$ cat config.mk
export PLATFORM = sky130hd
export DESIGN_NAME = bcd_display_scheduler_flat
export DESIGN_NICKNAME = d
export VERILOG_FILES = /design/src/rtl/bcd_display_scheduler_if.sv /design/src/rtl/bcd_display_scheduler.sv /design/src/flat_wrapper.sv
export SDC_FILE = /design/constraint.sdc
export NUM_CORES = 1
export LEC_CHECK = 0
export ABC_AREA = 1
export BUFFER_PORTS_ARGS = -buffer_cell sky130_fd_sc_hd__buf_2
export CORE_MARGIN = 5
export CORE_UTILIZATION = 45
export CTS_CLUSTER_SIZE = 16
export DETAILED_ROUTE_END_ITERATION = 7
export PLACE_DENSITY_LB_ADDON = 0.15
export SYNTH_ARGS = -nofsm -noshare
export SYNTH_HDL_FRONTEND = slang
export SYNTH_SLANG_ARGS = --single-unit
$ cat constraint.sdc
create_clock -name clock -period 1.94 [get_ports clock]
set_input_delay 0.485 -clock clock [delete_from_list [all_inputs] [get_ports clock]]
set_output_delay 0.485 -clock clock [all_outputs]
set_load 0.005 [all_outputs]
$ cat src/rtl/bcd_display_scheduler_if.sv
// ---------------------------------------------------------------------------
// bcd_display_scheduler_if
//
// Purpose:
//   Bundles everything that passes between the display scheduler and the
//   rest of the board: the requester taps, the shared binary-to-BCD
//   converter and the registered display digits.
//
// Signals:
//   req           per-channel display request, level-sensitive
//   values        channel i value at [7*i+6:7*i]
//   grant         one-hot, channel currently converted/displayed
//   bcd_binary    registered drive into the shared converter
//   bcd_hundreds  converter hundreds digit (combinational return)
//   bcd_tens      converter tens digit
//   bcd_ones      converter ones digit
//   disp_*        registered display digits feeding the 7-segment decoders
//   disp_channel  index of the channel on display
//   disp_valid    display holds a granted channel's value
//
// Modports:
//   slave   the scheduler itself
//   master  the surroundings (requesters + converter)
// ---------------------------------------------------------------------------
interface bcd_display_scheduler_if #(
  parameter int N_REQ = 4,
  parameter int SEL_W = $clog2(N_REQ)
);
  logic [N_REQ-1:0]   req;
  logic [7*N_REQ-1:0] values;
  logic [N_REQ-1:0]   grant;
  logic [6:0]         bcd_binary;
  logic [3:0]         bcd_hundreds;
  logic [3:0]         bcd_tens;
  logic [3:0]         bcd_ones;
  logic [3:0]         disp_hundreds;
  logic [3:0]         disp_tens;
  logic [3:0]         disp_ones;
  logic [SEL_W-1:0]   disp_channel;
  logic               disp_valid;

  modport slave (
    input  req, values, bcd_hundreds, bcd_tens, bcd_ones,
    output grant, bcd_binary, disp_hundreds, disp_tens, disp_ones,
           disp_channel, disp_valid
  );

  modport master (
    output req, values, bcd_hundreds, bcd_tens, bcd_ones,
    input  grant, bcd_binary, disp_hundreds, disp_tens, disp_ones,
           disp_channel, disp_valid
  );
endinterface

$ cat src/rtl/bcd_display_scheduler.sv
// ---------------------------------------------------------------------------
// bcd_display_scheduler
//
// Purpose:
//   Time-multiplexes up to N_REQ requesters (CPU register taps such as PC,
//   ACC, IR) onto one shared combinational binary-to-BCD converter.  A
//   round-robin arbiter picks a channel, drives its 7-bit value into the
//   converter, latches the converter digits one cycle later and holds them
//   on the display for DWELL cycles.
//
// Ports:
//   clock  system clock, rising edge
//   reset  synchronous, active-low reset
//   bus    bcd_display_scheduler_if.slave (requests, values, grant,
//          converter drive/return, display digits, channel, valid)
//
// Parameters:
//   N_REQ  number of requesters (2..8)
//   DWELL  cycles a captured channel stays on the display (>=1)
//   CNT_W  dwell counter width
//
// Optional build macro:
//   PRIORITY_CH0_EN  when defined, req[0] always wins arbitration and does
//                    not move the round-robin pointer; the remaining
//                    channels share round-robin among themselves.
// ---------------------------------------------------------------------------
module bcd_display_scheduler #(
  parameter int N_REQ = 4,
  parameter int DWELL = 4,
  parameter int CNT_W = 32
) (
  input  logic                     clock,
  input  logic                     reset,
  bcd_display_scheduler_if.slave   bus
);

  localparam int SEL_W = $clog2(N_REQ);
  localparam logic [N_REQ-1:0] GRANT_LSB = N_REQ'(1);
  localparam logic [6:0] CODE_BLANK = 7'd126;
  localparam logic [3:0] DIGIT_BLANK = 4'b1011;

  typedef enum logic [1:0] {
    S_IDLE,
    S_CAPTURE,
    S_DWELL
  } state_t;

  state_t           r_state,        w_state;
  logic [N_REQ-1:0] r_grant,        w_grant;
  logic [6:0]       r_bcdBinary,    w_bcdBinary;
  logic [3:0]       r_dispHundreds, w_dispHundreds;
  logic [3:0]       r_dispTens,     w_dispTens;
  logic [3:0]       r_dispOnes,     w_dispOnes;
  logic [SEL_W-1:0] r_dispChannel,  w_dispChannel;
  logic             r_dispValid,    w_dispValid;
  logic [SEL_W-1:0] r_ptr,          w_ptr;
  logic [SEL_W-1:0] r_sel,          w_sel;
  logic [CNT_W-1:0] r_count,        w_count;

  logic             w_found;
  logic [SEL_W-1:0] w_pick;
  logic             w_updPtr;

  // Arbiter: look for the first requesting channel starting just after the
  // last winner and wrapping around.  The loop runs from the farthest
  // candidate to the nearest so the nearest one overwrites the others and
  // ends up as the pick.  With channel-0 priority built in, a raised req[0]
  // overrides whatever the round-robin found and leaves the pointer alone,
  // so the other channels keep their place in the rotation.
  always_comb begin
    w_found  = 1'b0;
    w_pick   = '0;
    w_updPtr = 1'b1;
    for (int i = N_REQ; i >= 1; i--) begin
      if (bus.req[(int'(r_ptr) + i) % N_REQ]) begin
        w_found = 1'b1;
        w_pick  = SEL_W'((int'(r_ptr) + i) % N_REQ);
      end
    end
`ifdef PRIORITY_CH0_EN
    if (bus.req[0]) begin
      w_found  = 1'b1;
      w_pick   = '0;
      w_updPtr = 1'b0;
    end
`else
    w_updPtr = 1'b1;
`endif
  end

  // Next-state and next-output logic.  IDLE arbitrates and snapshots the
  // winner's value into the converter drive; CAPTURE gives the converter a
  // full cycle to settle before its digits are latched; DWELL holds the
  // display, returning to IDLE early if the shown channel drops its request.
  // The display digits are deliberately left alone on abort/expiry so the
  // last value stays visible until something new is captured or everyone
  // goes quiet.
  always_comb begin
    w_state        = r_state;
    w_grant        = r_grant;
    w_bcdBinary    = r_bcdBinary;
    w_dispHundreds = r_dispHundreds;
    w_dispTens     = r_dispTens;
    w_dispOnes     = r_dispOnes;
    w_dispChannel  = r_dispChannel;
    w_dispValid    = r_dispValid;
    w_ptr          = r_ptr;
    w_sel          = r_sel;
    w_count        = r_count;

    case (r_state)
      S_IDLE: begin
        if (w_found) begin
          w_sel       = w_pick;
          w_grant     = GRANT_LSB << w_pick;
          w_bcdBinary = bus.values[int'(w_pick) * 7 +: 7];
          if (w_updPtr) begin
            w_ptr = w_pick;
          end
          w_state = S_CAPTURE;
        end else begin
          w_bcdBinary    = CODE_BLANK;
          w_dispHundreds = DIGIT_BLANK;
          w_dispTens     = DIGIT_BLANK;
          w_dispOnes     = DIGIT_BLANK;
          w_dispValid    = 1'b0;
          w_grant        = '0;
        end
      end

      S_CAPTURE: begin
        w_dispHundreds = bus.bcd_hundreds;
        w_dispTens     = bus.bcd_tens;
        w_dispOnes     = bus.bcd_ones;
        w_dispChannel  = r_sel;
        w_dispValid    = 1'b1;
        w_count        = CNT_W'(DWELL - 1);
        w_state        = S_DWELL;
      end

      S_DWELL: begin
        if (!bus.req[r_sel] || (r_count == '0)) begin
          w_state = S_IDLE;
          w_grant = '0;
        end else begin
          w_count = r_count - CNT_W'(1);
        end
      end

      default: begin
        w_state = S_IDLE;
        w_grant = '0;
      end
    endcase
  end

  // State register.  Reset is synchronous and active-low; it wins over any
  // slot in progress on the same edge.  The pointer starts at the last
  // channel so channel 0 is the first one served.
  always_ff @(posedge clock) begin
    if (!reset) begin
      r_state        <= S_IDLE;
      r_grant        <= '0;
      r_bcdBinary    <= CODE_BLANK;
      r_dispHundreds <= DIGIT_BLANK;
      r_dispTens     <= DIGIT_BLANK;
      r_dispOnes     <= DIGIT_BLANK;
      r_dispChannel  <= '0;
      r_dispValid    <= 1'b0;
      r_ptr          <= SEL_W'(N_REQ - 1);
      r_sel          <= '0;
      r_count        <= '0;
    end else begin
      r_state        <= w_state;
      r_grant        <= w_grant;
      r_bcdBinary    <= w_bcdBinary;
      r_dispHundreds <= w_dispHundreds;
      r_dispTens     <= w_dispTens;
      r_dispOnes     <= w_dispOnes;
      r_dispChannel  <= w_dispChannel;
      r_dispValid    <= w_dispValid;
      r_ptr          <= w_ptr;
      r_sel          <= w_sel;
      r_count        <= w_count;
    end
  end

  assign bus.grant         = r_grant;
  assign bus.bcd_binary    = r_bcdBinary;
  assign bus.disp_hundreds = r_dispHundreds;
  assign bus.disp_tens     = r_dispTens;
  assign bus.disp_ones     = r_dispOnes;
  assign bus.disp_channel  = r_dispChannel;
  assign bus.disp_valid    = r_dispValid;

endmodule
$ cat src/flat_wrapper.sv
// flat-port wrapper written by rule: the top's interface ports become plain ports
module bcd_display_scheduler_flat 
#(
  parameter int N_REQ = 4,
  parameter int DWELL = 4,
  parameter int CNT_W = 32
)
  (clock, reset, bus_req, bus_values, bus_bcd_hundreds, bus_bcd_tens, bus_bcd_ones, bus_grant, bus_bcd_binary, bus_disp_hundreds, bus_disp_tens, bus_disp_ones, bus_disp_channel, bus_disp_valid);
  bcd_display_scheduler_if #(.N_REQ(N_REQ)) bus_i ();
  input  logic clock;
  input  logic reset;
  input wire logic [$bits(bus_i.req)-1:0] bus_req;
  input wire logic [$bits(bus_i.values)-1:0] bus_values;
  input wire logic [$bits(bus_i.bcd_hundreds)-1:0] bus_bcd_hundreds;
  input wire logic [$bits(bus_i.bcd_tens)-1:0] bus_bcd_tens;
  input wire logic [$bits(bus_i.bcd_ones)-1:0] bus_bcd_ones;
  output wire logic [$bits(bus_i.grant)-1:0] bus_grant;
  output wire logic [$bits(bus_i.bcd_binary)-1:0] bus_bcd_binary;
  output wire logic [$bits(bus_i.disp_hundreds)-1:0] bus_disp_hundreds;
  output wire logic [$bits(bus_i.disp_tens)-1:0] bus_disp_tens;
  output wire logic [$bits(bus_i.disp_ones)-1:0] bus_disp_ones;
  output wire logic [$bits(bus_i.disp_channel)-1:0] bus_disp_channel;
  output wire logic [$bits(bus_i.disp_valid)-1:0] bus_disp_valid;
  assign bus_i.req = bus_req;
  assign bus_i.values = bus_values;
  assign bus_i.bcd_hundreds = bus_bcd_hundreds;
  assign bus_i.bcd_tens = bus_bcd_tens;
  assign bus_i.bcd_ones = bus_bcd_ones;
  assign bus_grant = bus_i.grant;
  assign bus_bcd_binary = bus_i.bcd_binary;
  assign bus_disp_hundreds = bus_i.disp_hundreds;
  assign bus_disp_tens = bus_i.disp_tens;
  assign bus_disp_ones = bus_i.disp_ones;
  assign bus_disp_channel = bus_i.disp_channel;
  assign bus_disp_valid = bus_i.disp_valid;
  bcd_display_scheduler #(.N_REQ(N_REQ), .DWELL(DWELL), .CNT_W(CNT_W)) u_core (.clock(clock), .reset(reset), .bus(bus_i));
endmodule
Yosys cells after proc, flatten, opt, wreduce, memory -nomap -nowiden
Index checks and enable logic that the tools add are counted.
{"block": "totals", "reg_bits": 64, "memories": 0, "mem_bits_ro": 0, "ram_bits": 0, "latchBits": 0, "elab_cells": 87, "input_bits": 46, "output_inout_bits": 26}
{"block": "classes", "add_sub_neg": 5, "muxes": 37, "multipliers": 1, "n_bitwise": 5, "eq_ne": 6, "shifts": 2, "n_lt_le_gt_ge": 5, "n_div": 0, "reduce_logical": 15}
{"op": "$pmux 32 s2", "count": 1}
{"op": "$logic_not 32->1", "count": 1}
{"op": "$mux 32", "count": 1}
{"op": "$shiftx 28x32->7", "count": 1}
{"op": "$sub 32x1->32 const B", "count": 1}
{"op": "$pmux 4 s2", "count": 3}
{"op": "$lt 3x4->1 const B", "count": 4}
{"op": "$mux 1", "count": 14}
{"op": "$mux 2", "count": 6}
{"op": "$mux 4", "count": 3}
{"op": "$pmux 4 s3", "count": 1}
{"op": "$bmux 1 s2", "count": 5}
{"op": "$reduce_and 2->1", "count": 5}
{"op": "$reduce_or 2->1", "count": 4}
{"op": "$mux 7", "count": 1}
{"op": "$pmux 2 s3", "count": 1}
{"op": "$mul 2x3->5 const B", "count": 1}
{"op": "$add 2x1->2 const B", "count": 2}
{"op": "$add 2x2->2 const B", "count": 2}
{"op": "$and 1x1->1 const A", "count": 4}
{"op": "$ne 2x1->1 const B", "count": 2}
{"op": "$ne 2x2->1 const B", "count": 2}
{"op": "$reduce_bool 2->1", "count": 2}
{"op": "$shl 1x2->4 const A", "count": 1}
{"op": "other kinds (8)", "count": 8}

Longest topological paths before layout
{"block": "depth", "depth_word": 13, "ltp_mapped": 16, "mapped_depth_nobuf": 15}

Worst setup path before layout
Ideal clock, no wire load.
{"block": "synth_timing", "path_kind": "in2reg", "start": "in bus_req[0]", "end": "reg u_core.r_dispOnes[2] (netlist: u_core.bus.disp_ones[2])", "n_path_buf": 0, "t_arrival_ns": 1.485, "setup_time_ns": 0.132, "required_time_ns": 1.808, "path_stages": 12, "slack_ns": 0.323, "cell_sequence": "nand2_1 > nand2_2 > nand2_1 > nand2_2 > nor2_2 > nand2_2 > o21ai_4 > inv_2 > nor2_4 > inv_2 > nand2_1 > a21oi_1"}
{"block": "synth_between", "elab_chain_cells": 9, "word_cells_on_any_way": 18, "cone_classes": "eq/ne: 1; mux: 16; reduce/logical: 1"}
{"item": "start: declaration", "line": "flat_wrapper.sv:12", "rtl": "input wire logic [$bits(bus_i.req)-1:0] bus_req;"}
{"item": "$bmux 1 s2", "line": "bcd_display_scheduler.sv:75", "rtl": "if (bus.req[(int'(r_ptr) + i) % N_REQ]) begin"}
{"item": "$mux 1 (implied by the code) (2 in a row)", "line": "bcd_display_scheduler.sv:75"}
{"item": "$mux 1 (3 in a row)", "line": "bcd_display_scheduler.sv:75"}
{"item": "$mux 1 *", "line": "bcd_display_scheduler.sv:75"}
{"item": "$ne 2x2->1 (no line) *"}
{"item": "$reduce_and 2->1 (no line) *"}
{"item": "end signal: assignment", "line": "bcd_display_scheduler.sv:179", "rtl": "r_dispOnes <= w_dispOnes;"}
{"item": "end: declaration", "line": "bcd_display_scheduler.sv:53", "rtl": "logic [3:0] r_dispOnes, w_dispOnes;"}
Every way passes the cells marked *; elsewhere a longest branch is shown, timed or not. The select of a mux whose other input is x is not followed.
A chain may end at the register's enable or synchronous reset.

Final worst setup path
{"block": "layout_timing", "start": "reg u_core.r_ptr[0]", "end": "reg u_core.r_bcdBinary[2] (netlist: u_core.bus.bcd_binary[2])"}
{"block": "layout_between", "elab_chain_cells": 11, "word_cells_on_any_way": 27, "cone_classes": "add/sub: 4; mul: 1; shift: 1; mux: 21"}
{"item": "start: declaration", "line": "bcd_display_scheduler.sv:56", "rtl": "logic [SEL_W-1:0] r_ptr, w_ptr;"}
{"item": "start signal: assignment", "line": "bcd_display_scheduler.sv:170", "rtl": "r_ptr <= SEL_W'(N_REQ - 1);"}
{"item": "start signal: assignment", "line": "bcd_display_scheduler.sv:182", "rtl": "r_ptr <= w_ptr;"}
{"item": "$add 2x1->2", "line": "bcd_display_scheduler.sv:75, bcd_display_scheduler.sv:77"}
{"item": "$bmux 1 s2", "line": "bcd_display_scheduler.sv:75"}
{"item": "$mux 1 (implied by the code) (2 in a row)", "line": "bcd_display_scheduler.sv:75"}
{"item": "$mux 2 (4 in a row)", "line": "bcd_display_scheduler.sv:75"}
{"item": "$mul 2x3->5", "line": "bcd_display_scheduler.sv:116", "rtl": "w_bcdBinary = bus.values[int'(w_pick) * 7 +: 7];"}
{"item": "$shiftx 28x32->7", "line": "bcd_display_scheduler.sv:116"}
{"item": "$mux 7 *", "line": "bcd_display_scheduler.sv:113", "rtl": "if (w_found) begin"}
{"item": "end signal: assignment", "line": "bcd_display_scheduler.sv:176", "rtl": "r_bcdBinary <= w_bcdBinary;"}
{"item": "end: declaration", "line": "bcd_display_scheduler.sv:50", "rtl": "logic [6:0] r_bcdBinary, w_bcdBinary;"}
Marks and branches as above.

==> flow_summary.toml <==
[die]
rows = 32
dieArea_sq_um = 9870
fp.coreArea_sq_um = 7770
die_h_um = 99.4
pin_count = 72
start_util_pct = 46.3
dieWidth_um = 99.4

[global_routing]
overflow = 0
grt_pass1_wl_um = 15600
grt_max_degree = 27
antenna_found_initial = 0
grt.total_usage_pct = 19.2
grt_pass1_vias = 3346

[placement]
placed_area_sq_um = 4120
post-dp-hpwl_um = 6940
io_buffers = 71
place.gp.congestion = 0.886
dp_cells = 726

[worst_setup_path]
crit_type = "reg -> reg"
crit_arrival_ns = 2.08
cp_max_fo = 8
crit_path_end_kind = "flip-flop"
start_kind = "flip-flop"
cp.required_ns = 2.23

[synthesis]
synth-compound-area-share_pct = 11.0
synth_largest_area_cell = "dfxtp_1"
synth_mux_area_share_pct = 0
synth-xor-area-share_pct = 4.87
postSynth.asyncResetShare_pct = 0
synth-edff-count = 0
yosysMostFrequentCell = "nand2_1"
synth_seq_area_share_pct = 35.7
synth.area.top_cells = "dfxtp_1 (36%), nand2_1 (19%), nor2_1 (6.9%)"
synthSimpleGateAreaFrac_pct = 39.5
synth_adder_area_share_pct = 0.348
synth_common_cells = "nand2_1 (179), nor2_1 (66), dfxtp_1 (64)"
syn_area_per_cell_sq_um = 6.52
ys.warnings.count = 0
synth_cell_type_count = 31
synthCells = 551
synth_top_family_by_area = "simple AND/OR/NAND/NOR gates"
syn_area_sq_um = 3590
synth_largest_type_area_fraction_pct = 35.7
synth_nets = 598
synth_top_flop_cell = "dfxtp_1"
ys_ff_latch = 64

[drt]
drtAntennaViolNets = 0
vias = 3699
vias_per_cell = 4.95
drc_errors = 0
wl_per_cell_um = 12.5
dr.pass1.iters = 4
totalWireLength_um = 9350
drtIter0Drc = 231

[clock_tree]
path_clk_slew_ns = 0.08
cts_inserted_buffers = 9
holdBufCountCts = 0
clockRootBuffer = "clkbuf_8"
clkLatencyLatePin_ns = 0.35
cts_tree = "yes"
cts-htree-levels = 3
clock-sinks = 64
cts_buffer_depth = 2

[sta]
hold_violations = 0
finClkSkew_ns = 0.00704
final-max-slew-violation-count = 0
max_clock_freq_mhz = 561
slew_headroom_pct = 78.9
finalCriticalPeriod_ns = 1.78
min_period_over_period_pct = 91.9
worst_pin_slew_ns = 0.314
setup_viol = 0

[power]
irDropWorstVdd_v = 0.000738
power.total_mw = 8.42
p_leak_nw = 2.09
power-per-cell-area_nw_per_um2 = 1910

[finish]
n_antenna_cell = 0
layout.cells.non_filler = 747
drive_gt1_share_pct = 22.9
synthToLayoutAreaGrowth_pct = 22.4
fin_area_sq_um = 4400
final_nets = 687
fill_cells = 776

[min_path]
min_path_type = "in -> reg"

[status]
status = "complete, no violations"

[run]
drv_cap = 0
what timing repair did:
item / CTS / global route
pin swaps: 0 / 3
setup endpoints to repair: 6 / 34
setup buffers: 0 / 4
gates cloned: 0 / 1
gates resized for setup: 1 / 12
worst max-delay path: stages (launching register included):
cell and delay [ns]:
dfxtp_4 0.37, inv_4 0.09, nand2_1 0.07, nand2_2 0.08
nand2_2 0.09, nand2_2 0.11, inv_2 0.05, nand2_2 0.13
nand2_1 0.11, nor2_4 0.22, buf_6 0.14, nand3_1 0.06
nand3_1 0.07, o21bai_1 0.06, nand2_1 0.06
registers in the layout, indices dropped and copies added (netlist names), 4 cells and up:
name                      cells
u_core.bus.disp_hundreds      4
u_core.bus.bcd_binary         7
u_core.r_count               32
u_core.bus.grant              4
u_core.bus.disp_ones          4
u_core.bus.disp_tens          4
metrics by stage:
stage / worst slack [ns] / utilization (%) / hold WS, ns / setup TNS [ns]
after floorplan: 0.323 / - / 0.444 / 0
after global routing: -0.00438 / 56.6 / 0.338 / -0.00438
final: 0.157 / 56.6 / 0.355 / 0
after detailed placement: -0.0544 / 53.1 / 0.450 / -0.107
after global placement: -0.00524 / 53.1 / 0.444 / -0.00524
after CTS: 0.0542 / 55.7 / 0.343 / 0
where the power goes:
part / switching (mW) / internal (mW)
Combinational: 3.26 / 2.10
Sequential: 0.238 / 1.64
Clock: 0.578 / 0.606
Total: 4.07 / 4.34
area by class of cell:
class                   count  area (sq um)  area share [%]
flip-flops and latches     64          1290            29.2
clock inverters             7          80.1            1.82
clock buffers               9           124            2.82
multi-input cells         423          2030            46.2
repair buffers             95           562            12.8
inverters                  47           186            4.24
well taps                 102           128            2.90
path summary, 6_finish.rpt:
path / cells after the start / startpoint / slack (ns) / end
max reg2reg: 14 / u_core.r_ptr[0]$_SDFFE_PN1P_ / 0.16 / u_core.bus.bcd_binary[2]$_SDFFE_PN1P_
min: 3 / bus_bcd_ones[1] / 0.36 / u_core.bus.disp_ones[1]$_SDFFE_PN1P_
min reg2reg: 2 / u_core.bus.disp_tens[2]$_SDFFE_PN0P_ / 0.46 / u_core.bus.disp_tens[2]$_SDFFE_PN0P_
max: 14 / u_core.r_ptr[0]$_SDFFE_PN1P_ / 0.16 / u_core.bus.bcd_binary[2]$_SDFFE_PN1P_
logic make-up (layout without fill, tap and decap cells):
group,count (synthesis),count (layout)
compound gates,71,71
xor+xnor,20,20
flops,64,64
buf+inv,65,158
fa+ha+maj,1,1
simple gates,330,331
placed cells by master, fill, tap and decap left out, drive strengths merged, types with 5 or more instances in the layout:
| master | n |
|---|---|
| nor2 | 73 |
| nand2 | 192 |
| clkbuf | 10 |
| o22ai | 9 |
| xor2 | 13 |
| a21oi | 44 |
| dfxtp | 64 |
| nor3 | 5 |
| nand3 | 48 |
| o21ai | 12 |
| nand4 | 7 |
| buf | 94 |
| inv | 48 |
| xnor2 | 7 |
routing by layer:
| layer | GRT usage [%] | up-vias | part of all wire (%) |
|---|---|---|---|
| li1 | - | 1942 | - |
| met1 | 26.1 | 1686 | 49 |
| met2 | 30.4 | 59 | 46 |
| met3 | 3.65 | 12 | 3.5 |
| met4 | 6.83 | 0 | 1.4 |
| met5 | 0 | - | 0 |
No activity file was read; power rests on OpenSTA's default activity.
